$ cat src/rtl/fetch_pkg.sv
// Shared definitions for the RV64 instruction fetch stage: constants, FSM
// state encoding and the layout of the fetch-to-decode output register.
package fetch_pkg;

  localparam logic [31:0] INST_NOP         = 32'h0000_0013;
  localparam logic [63:0] RESET_PC_DEFAULT = 64'h0000_0000_8000_0000;

  typedef enum logic [1:0] {
    S_REQ   = 2'd0,
    S_WAIT  = 2'd1,
    S_DROP  = 2'd2,
    S_FAULT = 2'd3
  } fetch_state_e;

  typedef struct packed {
    logic        valid;
    logic [63:0] pc;
    logic [31:0] inst;
    logic        misalign;
  } out_entry_t;

  function automatic logic is_misaligned(input logic [63:0] addr);
    return addr[1:0] != 2'b00;
  endfunction

  // A misaligned target is delivered to decode as a NOP tagged with the fault.
  function automatic out_entry_t fault_entry(input logic [63:0] pc);
    out_entry_t e;
    e.valid    = 1'b1;
    e.pc       = pc;
    e.inst     = INST_NOP;
    e.misalign = 1'b1;
    return e;
  endfunction

endpackage

$ cat src/rtl/fetch_if.sv
// Handshake bundle of the fetch stage: instruction memory port, PC redirect
// and the valid/ready link to decode. "master" is the fetch side.
interface fetch_if;
  import fetch_pkg::*;

  logic        o_IMemReqValid_1;
  logic        i_IMemReqReady_1;
  logic [63:0] o_IMemAddr_64;
  logic        i_IMemRespValid_1;
  logic [31:0] i_IMemRespData_32;
  logic        i_Redirect_1;
  logic [63:0] i_RedirectPC_64;
  logic        o_IFValid_1;
  logic        i_IDReady_1;
  logic [63:0] o_PC_64;
  logic [31:0] o_Inst_32;
  logic        o_Misalign_1;

  modport master (
    output o_IMemReqValid_1, o_IMemAddr_64, o_IFValid_1, o_PC_64, o_Inst_32, o_Misalign_1,
    input  i_IMemReqReady_1, i_IMemRespValid_1, i_IMemRespData_32,
    input  i_Redirect_1, i_RedirectPC_64, i_IDReady_1
  );

  modport slave (
    input  o_IMemReqValid_1, o_IMemAddr_64, o_IFValid_1, o_PC_64, o_Inst_32, o_Misalign_1,
    output i_IMemReqReady_1, i_IMemRespValid_1, i_IMemRespData_32,
    output i_Redirect_1, i_RedirectPC_64, i_IDReady_1
  );

endinterface

$ cat src/rtl/fetch.sv
// RV64 instruction fetch: holds the PC, keeps at most one instruction read in
// flight and presents {PC, instruction} to decode through a valid/ready register.
module fetch
  import fetch_pkg::*;
#(
  parameter logic [63:0] RESET_PC = RESET_PC_DEFAULT
) (
  input  logic     i_Clk,
  input  logic     i_Rst,
  fetch_if.master  fif
);

  fetch_state_e state_q, state_d;
  logic [63:0]  pc_q, pc_d;
  out_entry_t   out_q, out_d;
  // Set while a stale response is being drained after a misaligned redirect.
  logic         fault_pend_q, fault_pend_d;

  logic out_free;
  logic out_xfer;
  logic req_valid;
  logic resp_valid;
  logic redirect;
  logic stale_outstanding;

  assign redirect   = fif.i_Redirect_1;
  assign resp_valid = fif.i_IMemRespValid_1;
  assign out_xfer   = out_q.valid & fif.i_IDReady_1;
  assign out_free   = ~out_q.valid | fif.i_IDReady_1;
  assign req_valid  = (state_q == S_REQ) & out_free & ~redirect;

  // A response is still owed after this cycle only if we were waiting and it
  // has not arrived yet.
  assign stale_outstanding = ((state_q == S_WAIT) | (state_q == S_DROP)) & ~resp_valid;

  // NOTE: every signal written here gets a default first, so no path through
  // the block can leave a value unassigned and infer a latch.
  always_comb begin
    state_d      = state_q;
    pc_d         = pc_q;
    out_d        = out_q;
    fault_pend_d = fault_pend_q;

    if (out_xfer) begin
      out_d.valid = 1'b0;
    end

    if (redirect) begin
      pc_d         = fif.i_RedirectPC_64;
      out_d        = '0;
      fault_pend_d = 1'b0;
      if (stale_outstanding) begin
        state_d      = S_DROP;
        fault_pend_d = is_misaligned(fif.i_RedirectPC_64);
      end else if (is_misaligned(fif.i_RedirectPC_64)) begin
        out_d   = fault_entry(fif.i_RedirectPC_64);
        state_d = S_FAULT;
      end else begin
        state_d = S_REQ;
      end
    end else begin
      case (state_q)
        S_REQ: begin
          if (req_valid & fif.i_IMemReqReady_1) begin
            state_d = S_WAIT;
          end
        end
        S_WAIT: begin
          if (resp_valid) begin
            out_d.valid    = 1'b1;
            out_d.pc       = pc_q;
            out_d.inst     = fif.i_IMemRespData_32;
            out_d.misalign = 1'b0;
            pc_d           = pc_q + 64'd4;
            state_d        = S_REQ;
          end
        end
        S_DROP: begin
          if (resp_valid) begin
            fault_pend_d = 1'b0;
            if (fault_pend_q) begin
              out_d   = fault_entry(pc_q);
              state_d = S_FAULT;
            end else begin
              state_d = S_REQ;
            end
          end
        end
        S_FAULT: begin
          // Parked until the next redirect; responses here are protocol errors.
        end
        default: begin
          state_d = S_REQ;
        end
      endcase
    end
  end

  // NOTE: state registers use non-blocking assignments so every flop samples
  // the pre-edge values of the others.
  always_ff @(posedge i_Clk) begin
    if (i_Rst) begin
      state_q      <= S_REQ;
      pc_q         <= RESET_PC;
      out_q        <= '0;
      fault_pend_q <= 1'b0;
    end else begin
      state_q      <= state_d;
      pc_q         <= pc_d;
      out_q        <= out_d;
      fault_pend_q <= fault_pend_d;
    end
  end

  assign fif.o_IMemReqValid_1 = req_valid;
  assign fif.o_IMemAddr_64    = pc_q;
  assign fif.o_IFValid_1      = out_q.valid;
  assign fif.o_PC_64          = out_q.pc;
  assign fif.o_Inst_32        = out_q.inst;
  assign fif.o_Misalign_1     = out_q.misalign;

endmodule

$ cat src/flat_wrapper.sv
// flat-port wrapper written by rule: the top's interface ports become plain ports
module fetch_flat import fetch_pkg::*;
#(
  parameter logic [63:0] RESET_PC = RESET_PC_DEFAULT
)
  (i_Clk, i_Rst, fif_o_IMemReqValid_1, fif_o_IMemAddr_64, fif_o_IFValid_1, fif_o_PC_64, fif_o_Inst_32, fif_o_Misalign_1, fif_i_IMemReqReady_1, fif_i_IMemRespValid_1, fif_i_IMemRespData_32, fif_i_Redirect_1, fif_i_RedirectPC_64, fif_i_IDReady_1);
  fetch_if fif_i ();
  input  logic i_Clk;
  input  logic i_Rst;
  output wire logic [$bits(fif_i.o_IMemReqValid_1)-1:0] fif_o_IMemReqValid_1;
  output wire logic [$bits(fif_i.o_IMemAddr_64)-1:0] fif_o_IMemAddr_64;
  output wire logic [$bits(fif_i.o_IFValid_1)-1:0] fif_o_IFValid_1;
  output wire logic [$bits(fif_i.o_PC_64)-1:0] fif_o_PC_64;
  output wire logic [$bits(fif_i.o_Inst_32)-1:0] fif_o_Inst_32;
  output wire logic [$bits(fif_i.o_Misalign_1)-1:0] fif_o_Misalign_1;
  input wire logic [$bits(fif_i.i_IMemReqReady_1)-1:0] fif_i_IMemReqReady_1;
  input wire logic [$bits(fif_i.i_IMemRespValid_1)-1:0] fif_i_IMemRespValid_1;
  input wire logic [$bits(fif_i.i_IMemRespData_32)-1:0] fif_i_IMemRespData_32;
  input wire logic [$bits(fif_i.i_Redirect_1)-1:0] fif_i_Redirect_1;
  input wire logic [$bits(fif_i.i_RedirectPC_64)-1:0] fif_i_RedirectPC_64;
  input wire logic [$bits(fif_i.i_IDReady_1)-1:0] fif_i_IDReady_1;
  assign fif_o_IMemReqValid_1 = fif_i.o_IMemReqValid_1;
  assign fif_o_IMemAddr_64 = fif_i.o_IMemAddr_64;
  assign fif_o_IFValid_1 = fif_i.o_IFValid_1;
  assign fif_o_PC_64 = fif_i.o_PC_64;
  assign fif_o_Inst_32 = fif_i.o_Inst_32;
  assign fif_o_Misalign_1 = fif_i.o_Misalign_1;
  assign fif_i.i_IMemReqReady_1 = fif_i_IMemReqReady_1;
  assign fif_i.i_IMemRespValid_1 = fif_i_IMemRespValid_1;
  assign fif_i.i_IMemRespData_32 = fif_i_IMemRespData_32;
  assign fif_i.i_Redirect_1 = fif_i_Redirect_1;
  assign fif_i.i_RedirectPC_64 = fif_i_RedirectPC_64;
  assign fif_i.i_IDReady_1 = fif_i_IDReady_1;
  fetch #(.RESET_PC(RESET_PC)) u_core (.i_Clk(i_Clk), .i_Rst(i_Rst), .fif(fif_i));
endmodule
$ cat config.mk
export PLATFORM = sky130hd
export DESIGN_NAME = fetch_flat
export DESIGN_NICKNAME = d
export VERILOG_FILES = /design/src/rtl/fetch_pkg.sv /design/src/rtl/fetch_if.sv /design/src/rtl/fetch.sv /design/src/flat_wrapper.sv
export SDC_FILE = /design/constraint.sdc
export NUM_CORES = 1
export LEC_CHECK = 0
export ABC_AREA = 0
export BUFFER_PORTS_ARGS = -buffer_cell sky130_fd_sc_hd__buf_2
export CAP_MARGIN = 20
export CORE_MARGIN = 2
export CORE_UTILIZATION = 55
export DETAILED_ROUTE_END_ITERATION = 8
export GPL_TIMING_DRIVEN = 0
export PLACE_DENSITY = 0.86
export SLEW_MARGIN = 5
export SYNTH_ARGS = -nofsm -noshare
export SYNTH_HDL_FRONTEND = slang
export SYNTH_SLANG_ARGS = --single-unit
$ cat constraint.sdc
create_clock -name i_Clk -period 5 [get_ports i_Clk]
set_clock_uncertainty 0.15 [all_clocks]
set_input_delay 0.75 -clock i_Clk [delete_from_list [all_inputs] [get_ports i_Clk]]
set_output_delay 0.75 -clock i_Clk [all_outputs]
set_load 0.01 [all_outputs]
# After elaboration in Yosys (flattened, before gate mapping)
# Cells that the tools add are included.
dict set report totals {
  regBits 165
  output_inout_bits 163
  elab_cells 58
}
dict set report classes {
  add_sub_neg 1
  eq_ne 6
  muxes 23
  bitwise_logic 10
  n_reduce_logical 11
}
# operator count
set op_table {}
lappend op_table {{98-bit two-way mux} 6}
lappend op_table {{98-bit one-hot mux with 2 select lines} 1}
lappend op_table {{64-bit two-way mux} 3}
lappend op_table {{64-bit by 3-bit adder with 64-bit output (second input constant)} 1}
lappend op_table {{2-bit two-way mux} 7}
lappend op_table {{3-bit inequality test (second input constant)} 3}
lappend op_table {{4-bit AND reduction} 2}
lappend op_table {{2-bit nonzero test} 4}
lappend op_table {{2-bit one-hot mux with 3 select lines} 1}
lappend op_table {{1-bit AND} 5}
lappend op_table {{1-bit two-way mux} 5}
lappend op_table {{2-bit AND reduction} 2}
lappend op_table {{4-bit nonzero test} 1}
lappend op_table {{3-bit by 2-bit inequality test with 1-bit output (second input constant)} 1}
lappend op_table {{1-bit NOT} 3}
lappend op_table {{3-bit nonzero test} 1}
lappend op_table {{2-bit by 1-bit == test with 1-bit output (second input constant)} 1}
lappend op_table {{2-bit == test (second input constant)} 1}
lappend op_table {{2-bit zero test} 1}
lappend op_table {{1-bit OR} 2}

# Depth between registers and ports, before layout
# Gate-level depths: netlist of the first run.
dict set report logic_depth {
  word_depth 8
  mapped_depth 9
  depth_no_buf 7
}

# Least setup slack after synthesis of the first run
# OpenSTA, ideal clock, no wires.
dict set report synth_path {
  path_type {in2reg}
  from {input fif_i_IMemRespValid_1}
  to {register u_core.pc_q[61], in the netlist u_core.fif.o_IMemAddr_64[61]}
  setup_time_ns 0.127
  arrival_ns 2.502
  setup_slack_ns 2.221
  path_stages 7
  cell_sequence {nand4_1 or3_1 clkbuf_1 or4_1 clkbuf_1 mux2i_1 or3_1}
}
dict set report synth_between {
  elab_chain_len 2
}
# item line
set synth_rtl {}
lappend synth_rtl {{from (decl)} flat_wrapper.sv:17} ;# input wire logic [$bits(fif_i.i_IMemRespValid_1)-1:0] fif_i_IMemRespValid_1;
lappend synth_rtl {{2-bit nonzero test (no line)} -}
lappend synth_rtl {{2-bit AND reduction (no line)} -}
lappend synth_rtl {{to (signal assigned)} fetch.sv:109} ;# pc_q <= pc_d;
lappend synth_rtl {{to (decl)} fetch.sv:14} ;# logic [63:0] pc_q, pc_d;
# Every way passes these cells.
# A chain may end at the register's enable or synchronous reset.

# Final worst setup path of the first run
dict set report layout_path {
  from {input fif_i_Redirect_1}
  to {output fif_o_IMemReqValid_1}
}
dict set report layout_between {
  elab_chain_len 2
}
# item line
set layout_rtl {}
lappend layout_rtl {{from (decl)} flat_wrapper.sv:19} ;# input wire logic [$bits(fif_i.i_Redirect_1)-1:0] fif_i_Redirect_1;
lappend layout_rtl {{1-bit NOT} fetch.sv:30} ;# assign req_valid = (state_q == S_REQ) & out_free & ~redirect;
lappend layout_rtl {{1-bit AND} fetch.sv:30}
lappend layout_rtl {{to (decl)} flat_wrapper.sv:10} ;# output wire logic [$bits(fif_i.o_IMemReqValid_1)-1:0] fif_o_IMemReqValid_1;
# Every way passes these cells.

==> flow_metrics.tcl, run 1 <==
set metrics [dict create \
    fin_nets 1367 \
    ys_ff_latch 165 \
    placed_area_um2 9483 \
    synthesis.nets 1085 \
    vias 9318 \
    antenna_found_initial 0 \
    grt_pass1_wl_um 44140 \
    syn_area_um2 7941 \
    p_int_uw 2411 \
    synth_cell_types 47 \
    fin_crit_ns 3.666 \
    hold_path_depth 2 \
    cts.reportedPaths.clkPinSlew_ns 0.06 \
    hold_end "u_core.fif.o_Inst_32[1]" \
    drtPass1Iterations 6 \
    finalHoldViolCount 0 \
    cp_max_fo 10 \
    fin_crit_sh 0.7332 \
    post_synth_main_area_contributors "dfxtp_1 (42%), nor2_1 (7.8%), a221oi_1 (7.1%)" \
    grt_pass1_vias 8534 \
    yosysSeqAreaShare 0.4159 \
    postSynthCellCount 979 \
    tightest_slew_ns 1.106 \
    fillCellCount 1163 \
    track_usage 0.3707 \
    rsz0062_at_grt "no" \
    power_density_nw_per_um2 337.0 \
    ctsHoldBuffers 0 \
    grt_start_max_net_pins 17 \
    vias_per_cell 6.413 \
    drive_above_1_share 0.2388 \
    p_switching_uw 982.3 \
    drcViolationCount 0 \
    grt_remaining_overflow 0 \
    cp.arrival_ns 2.77 \
    wirelength_um 28670 \
    routedWlPerCell_um 19.73 \
    rrSetupSlack_ns 1.58 \
    port_buffers 263 \
    r2r_end "u_core.fif.o_Inst_32[29]" \
    hold_path_class "reg -> reg" \
    cts_tree "built" \
    ys.flop_type "dfxtp_1" \
    setup_viol 0 \
    synthTopCellsByCount "dfxtp_1 (165), nor2_1 (165), nor3_1 (88), clkbuf_1 (67), a221oi_1 (64)" \
    die_h_um 124.2 \
    die-area_um2 15420 \
    fmax_mhz 272.8 \
    cts_sinks 165 \
    worstSkewPairLatency_ns 0.44 \
    combPwrFrac 0.167 \
    diodes 0 \
    synth_warnings 0 \
    cts_max_path_buffers 2 \
    cts-resized-gates 0 \
    worst-setup-path-type "in -> out" \
    power_leakage_uw 0.004205 \
    ios 265 \
    switching_share 0.2895 \
    synth.top_cell.area_share 0.4159 \
    cap_violations 0 \
    coreArea_um2 13990 \
    synth_edf_count 0 \
    route.antenna.remaining_nets 0 \
    crit_path_end_kind "output port" \
    status "finished clean" \
    max_slew_margin 0.2598 \
    post-cts-setup-buffers 0 \
    ff2ff_path_depth 8 \
    hp-start "u_core.fif.o_Inst_32[1]" \
    htreeDepth 4 \
    root_buffer "clkbuf_16" \
    hpwl_um 20910 \
    cp.required_ns 4.10 \
    fin_area_um2 10070 \
    synth_area_leader_cell "dfxtp_1" \
    place_congestion 0.9577 \
    ir_drop_uv 231.7 \
    seq_power_share 0.443 \
    first_iter_violations 1132 \
    drv_slew 0 \
    rows 43 \
    numCtsBuffers 17 \
    start_util 0.5677 \
    r2r_start "u_core.state_q[0]" \
    syn_area_per_cell_um2 8.112 \
    async_flop_share 0 \
    tns_ns 0 \
    areaGrowthSynthToFinish_pct 26.80 \
    critPathLaunchType "input pin" \
    fp.dieW_um 124.2 \
    power_frac_clock 0.390 \
]
routing by layer:
layer  vias up  track usage  routed length, um  part of all wire
met5         -            0                  0                 0
met4         0       0.1650               1140             0.040
met3       113      0.09112               3278              0.11
met2       645       0.6004              13520              0.47
met1      4321       0.4676              10740              0.37
li1       4239            -                  -                 -
sequential cells by signal, indices dropped and copies added (netlist names):
name	cells
u_core.fault_pend_q	1
u_core.fif.o_IFValid_1	1
u_core.fif.o_IMemAddr_64	64
u_core.fif.o_Inst_32	32
u_core.fif.o_Misalign_1	1
u_core.fif.o_PC_64	64
u_core.state_q	2
layout by cell type, fill, tap and decap left out, types with 9 or more instances in the layout:
cell type,synthesis,routed
inv_1,14,14
and4_1,9,9
and3_1,9,9
a21oi_1,24,24
xor2_1,14,14
clkbuf_1,67,69
mux2i_1,11,11
nand4_1,30,30
buf_2,6,269
or4_1,10,10
a221oi_1,64,64
dfxtp_1,165,165
xnor2_1,19,19
nor2_1,165,165
nor3_1,88,88
buf_1,9,9
o21ai_0,10,10
a211oi_1,28,28
nand2_1,58,58
or3_1,15,15
nor4_1,25,25
nand3_1,34,34
clkbuf_16,0,17
a22oi_1,31,31
a311oi_1,11,11
through the flow:
stage / hold WS (ns) / utilization / total power [uW] / worst slack, ns / instances
5_1_grt: 0.3584 / 0.7199 / 3519 / 1.336 / 1453
2_1_floorplan: 0.3305 / - / 1830 / 2.221 / 979
3_3_place_gp: 0.3110 / 0.6779 / 2068 / 1.453 / 1422
6_report: 0.3273 / 0.7199 / 3394 / 1.334 / 1453
4_1_cts: 0.3288 / 0.7199 / 3381 / 1.469 / 1453
3_5_place_dp: 0.3201 / 0.6779 / 2081 / 1.447 / 1422
cells by family (layout without fill, tap and decap cells):
group / Yosys count / in the layout / share of synthesized area
AO/OA/AOI/OAI: 196 / 196 / 0.1867
XOR/XNOR: 33 / 33 / 0.03640
adder cells (fa/ha/maj): 4 / 4 / 0.006302
buffers and inverters: 97 / 391 / 0.04774
flip-flops: 165 / 165 / 0.4159
multiplexers: 13 / 13 / 0.01670
AND/OR/NAND/NOR: 471 / 471 / 0.2902
area by class of cell:
cell class / count / area (um2) / area share
Multi-Input combinational cell: 717 / 4259 / 0.4230
Sequential cell: 165 / 3303 / 0.3280
Timing Repair Buffer: 263 / 1316 / 0.1307
Clock buffer: 23 / 488.0 / 0.04846
Buffer: 83 / 326.6 / 0.03243
Tap cell: 180 / 225.2 / 0.02237
Clock inverter: 8 / 98.84 / 0.009816
Inverter: 14 / 52.55 / 0.005219
power by group through the flow:
stage | sequential [uW] | combinational (uW) | clock [uW]
2_1_floorplan | 1550 | 283 | 0
3_5_place_dp | 1530 | 555 | 0
4_1_cts | 1500 | 560 | 1320
3_3_place_gp | 1520 | 545 | 0
5_1_grt | 1510 | 625 | 1380
6_report | 1500 | 568 | 1320
how the worst max path moves through the flow:
stage                          startpoint                           end  slack (ns)  depth (start not counted)
floorplan           fif_i_IMemRespValid_1  u_core.fif.o_IMemAddr_64[61]        2.22                          7
global placement         fif_i_Redirect_1          fif_o_IMemReqValid_1        1.45                          6
detailed placement       fif_i_Redirect_1          fif_o_IMemReqValid_1        1.45                          6
CTS                      fif_i_Redirect_1          fif_o_IMemReqValid_1        1.47                          6
global route             fif_i_Redirect_1          fif_o_IMemReqValid_1        1.34                          6
finish                   fif_i_Redirect_1          fif_o_IMemReqValid_1        1.33                          6
critical path, cell delays in order:
cell and delay [ns]:
buf_2 0.14, clkbuf_1 0.43, buf_1 0.58, buf_1 0.56, nor3b_1 0.13, buf_2 0.18
No activity file was read; power rests on OpenSTA's default activity.
==> inputs of run 2 (changes only) <==
--- a/config.mk
+++ b/config.mk
@@ -9,10 +9,10 @@
 export BUFFER_PORTS_ARGS = -buffer_cell sky130_fd_sc_hd__buf_2
 export CAP_MARGIN = 20
 export CORE_MARGIN = 2
-export CORE_UTILIZATION = 55
+export CORE_UTILIZATION = 46
 export DETAILED_ROUTE_END_ITERATION = 8
 export GPL_TIMING_DRIVEN = 0
-export PLACE_DENSITY = 0.86
+export PLACE_DENSITY = 0.77
 export SLEW_MARGIN = 5
 export SYNTH_ARGS = -nofsm -noshare
 export SYNTH_HDL_FRONTEND = slang
==> constraint.sdc (replaced) <==
create_clock -name i_Clk -period 3.13 [get_ports i_Clk]
set_clock_uncertainty 0.15 [all_clocks]
set_input_delay 0.4695 -clock i_Clk [delete_from_list [all_inputs] [get_ports i_Clk]]
set_output_delay 0.4695 -clock i_Clk [all_outputs]
set_load 0.01 [all_outputs]
==> flow_metrics.tcl, run 2 (synthesis results as in run 1) <==
set metrics [dict create \
    status "finished clean" \
    final_common_cell "buf_2" \
    vias 9126 \
    vias_per_cell 6.076 \
    regArea_um2 3303 \
    drv_slew 0 \
    hold_path_class "in -> reg" \
    cap_violations 0 \
    rows 48 \
    coreArea_um2 17060 \
    tightest_slew_ns 0.8969 \
    grt_pass1_vias 8275 \
    final_cell_mix "buf_2 (269), nor2_1 (165), dfxtp_1 (165)" \
    place_congestion 0.9612 \
    worst_slack_ns 0.09727 \
    cts.reportedPaths.clkPinSlew_ns 0.07 \
    power_leakage_uw 0.004201 \
    final_cells 1502 \
    track_usage 0.3079 \
    switching_share 0.2965 \
    fmax_mhz 329.7 \
    first_iter_violations 839 \
    multi_input_area_um2 4270 \
    fp.dieW_um 135.4 \
    grtUsageMet2 0.5014 \
    total_power_uw 5424 \
    start_util 0.4656 \
    ios 265 \
    grt.met3_usage 0.08081 \
    wirelength_um 28760 \
    fin_worst_hold_slack_ns 0.1139 \
    power_density_nw_per_um2 533.8 \
    fin_crit_ns 3.033 \
    grt_start_max_net_pins 17 \
    fillCellCount 1636 \
    die_h_um 135.4 \
    htreeDepth 4 \
    route.antenna.remaining_nets 0 \
    combPwrFrac 0.168 \
    ir_drop_uv 379.2 \
    areaGrowthSynthToFinish_pct 27.93 \
    dp_cells 1467 \
    place_ws_ns -0.2009 \
    die-area_um2 18330 \
    fin_crit_sh 0.9689 \
    cts_tree "built" \
    p_switching_uw 1608 \
    busiest_layer "met2" \
    critPathLaunchType "register" \
    cts_sinks 165 \
    finalHoldViolCount 0 \
    grt_remaining_overflow 0 \
    max_slew_margin 0.3975 \
    antenna_found_initial 2 \
    worst-setup-path-type "reg -> reg" \
    cts_max_path_buffers 2 \
    rsz0062_at_grt "no" \
    cp.arrival_ns 3.20 \
    grt_pass1_wl_um 44130 \
    setup_viol 0 \
    port_buffers 263 \
    power_frac_clock 0.390 \
    cp.required_ns 3.30 \
    root_buffer "clkbuf_16" \
    crit_path_end_kind "register" \
    p_int_uw 3815 \
    routedWlPerCell_um 19.15 \
    drive_above_1_share 0.2447 \
    cp_max_fo 8 \
    numCtsBuffers 17 \
    worstSkewPairLatency_ns 0.44 \
    drtPass1Iterations 6 \
    fin_nets 1369 \
    hpwl_um 21480 \
    met1_usage 0.3892 \
    seq_power_share 0.442 \
    drcViolationCount 0 \
]
run 2: cell types whose count changed in the layout (fill, tap and decap cells not counted), sizes merged:
cell,delta
diode,+2
clkbuf,-4
clkinv,-2
clkinvlp,+4
buf,+3
inv,+1
run 2: cell type report:
class | count | area share
multi-input combinational | 717 | 0.4203
inverter | 14 | 0.005172
buffer | 82 | 0.03190
clock inverter | 11 | 0.01256
antenna | 2 | 0.0004926
sequential | 165 | 0.3251
timing repair buffer | 266 | 0.1318
tap | 225 | 0.02771
clock buffer | 20 | 0.04495
run 2: critical path: stages, from the launching register on:
cell	delay, ns
dfxtp_1	0.33
inv_1	0.08
ha_2	0.25
nand4_1	0.27
or3_1	0.43
clkbuf_1	0.21
or4_1	0.50
clkbuf_1	0.19
mux2i_1	0.15
or3_1	0.36
run 2: what timing repair did:
item | 4_1_cts | 5_1_grt
setup endpoints to repair | 20 | 25
pin swaps | 0 | 1
resized for setup | 1 | 4
hold buffers | 0 | 0
buffers inserted | 0 | 2
run 2: metal layers:
| metal | share of wire | routed length (um) | vias up |
|---|---|---|---|
| met3 | 0.10 | 3014 | 68 |
| met2 | 0.46 | 13270 | 520 |
| met5 | 0 | 0 | - |
| li1 | - | - | 4232 |
| met4 | 0.028 | 806 | 0 |
| met1 | 0.41 | 11670 | 4306 |
run 2: path summary, 6_finish.rpt:
check	depth (start not counted)	from	slack, ns	to
setup / recovery	9	u_core.state_q[1]	0.1	u_core.fif.o_IMemAddr_64[57]
setup reg to reg	9	u_core.state_q[1]	0.1	u_core.fif.o_IMemAddr_64[57]
hold reg to reg	2	u_core.fif.o_Misalign_1	0.31	u_core.fif.o_Misalign_1
hold / removal	3	fif_i_IMemRespData_32[7]	0.11	u_core.fif.o_Inst_32[7]
run 2: metrics by stage:
step	TNS, ns	cell area, um2	util
final	0	10160	0.5957
after global routing	0	10150	0.5954
after CTS	0	10130	0.5938
after detailed placement	-3.235	9539	0.5593
after global placement	-2.852	9539	0.5593
after floorplan	0	7941	-
run 2: power by group through the flow:
stage          logic, uW  clock network [uW]  registers [uW]
6_report             909                2120            2400
2_1_floorplan        451                   0            2470
5_1_grt             1000                2200            2410
4_1_cts              899                2120            2390
3_3_place_gp         884                   0            2430
3_5_place_dp         894                   0            2440
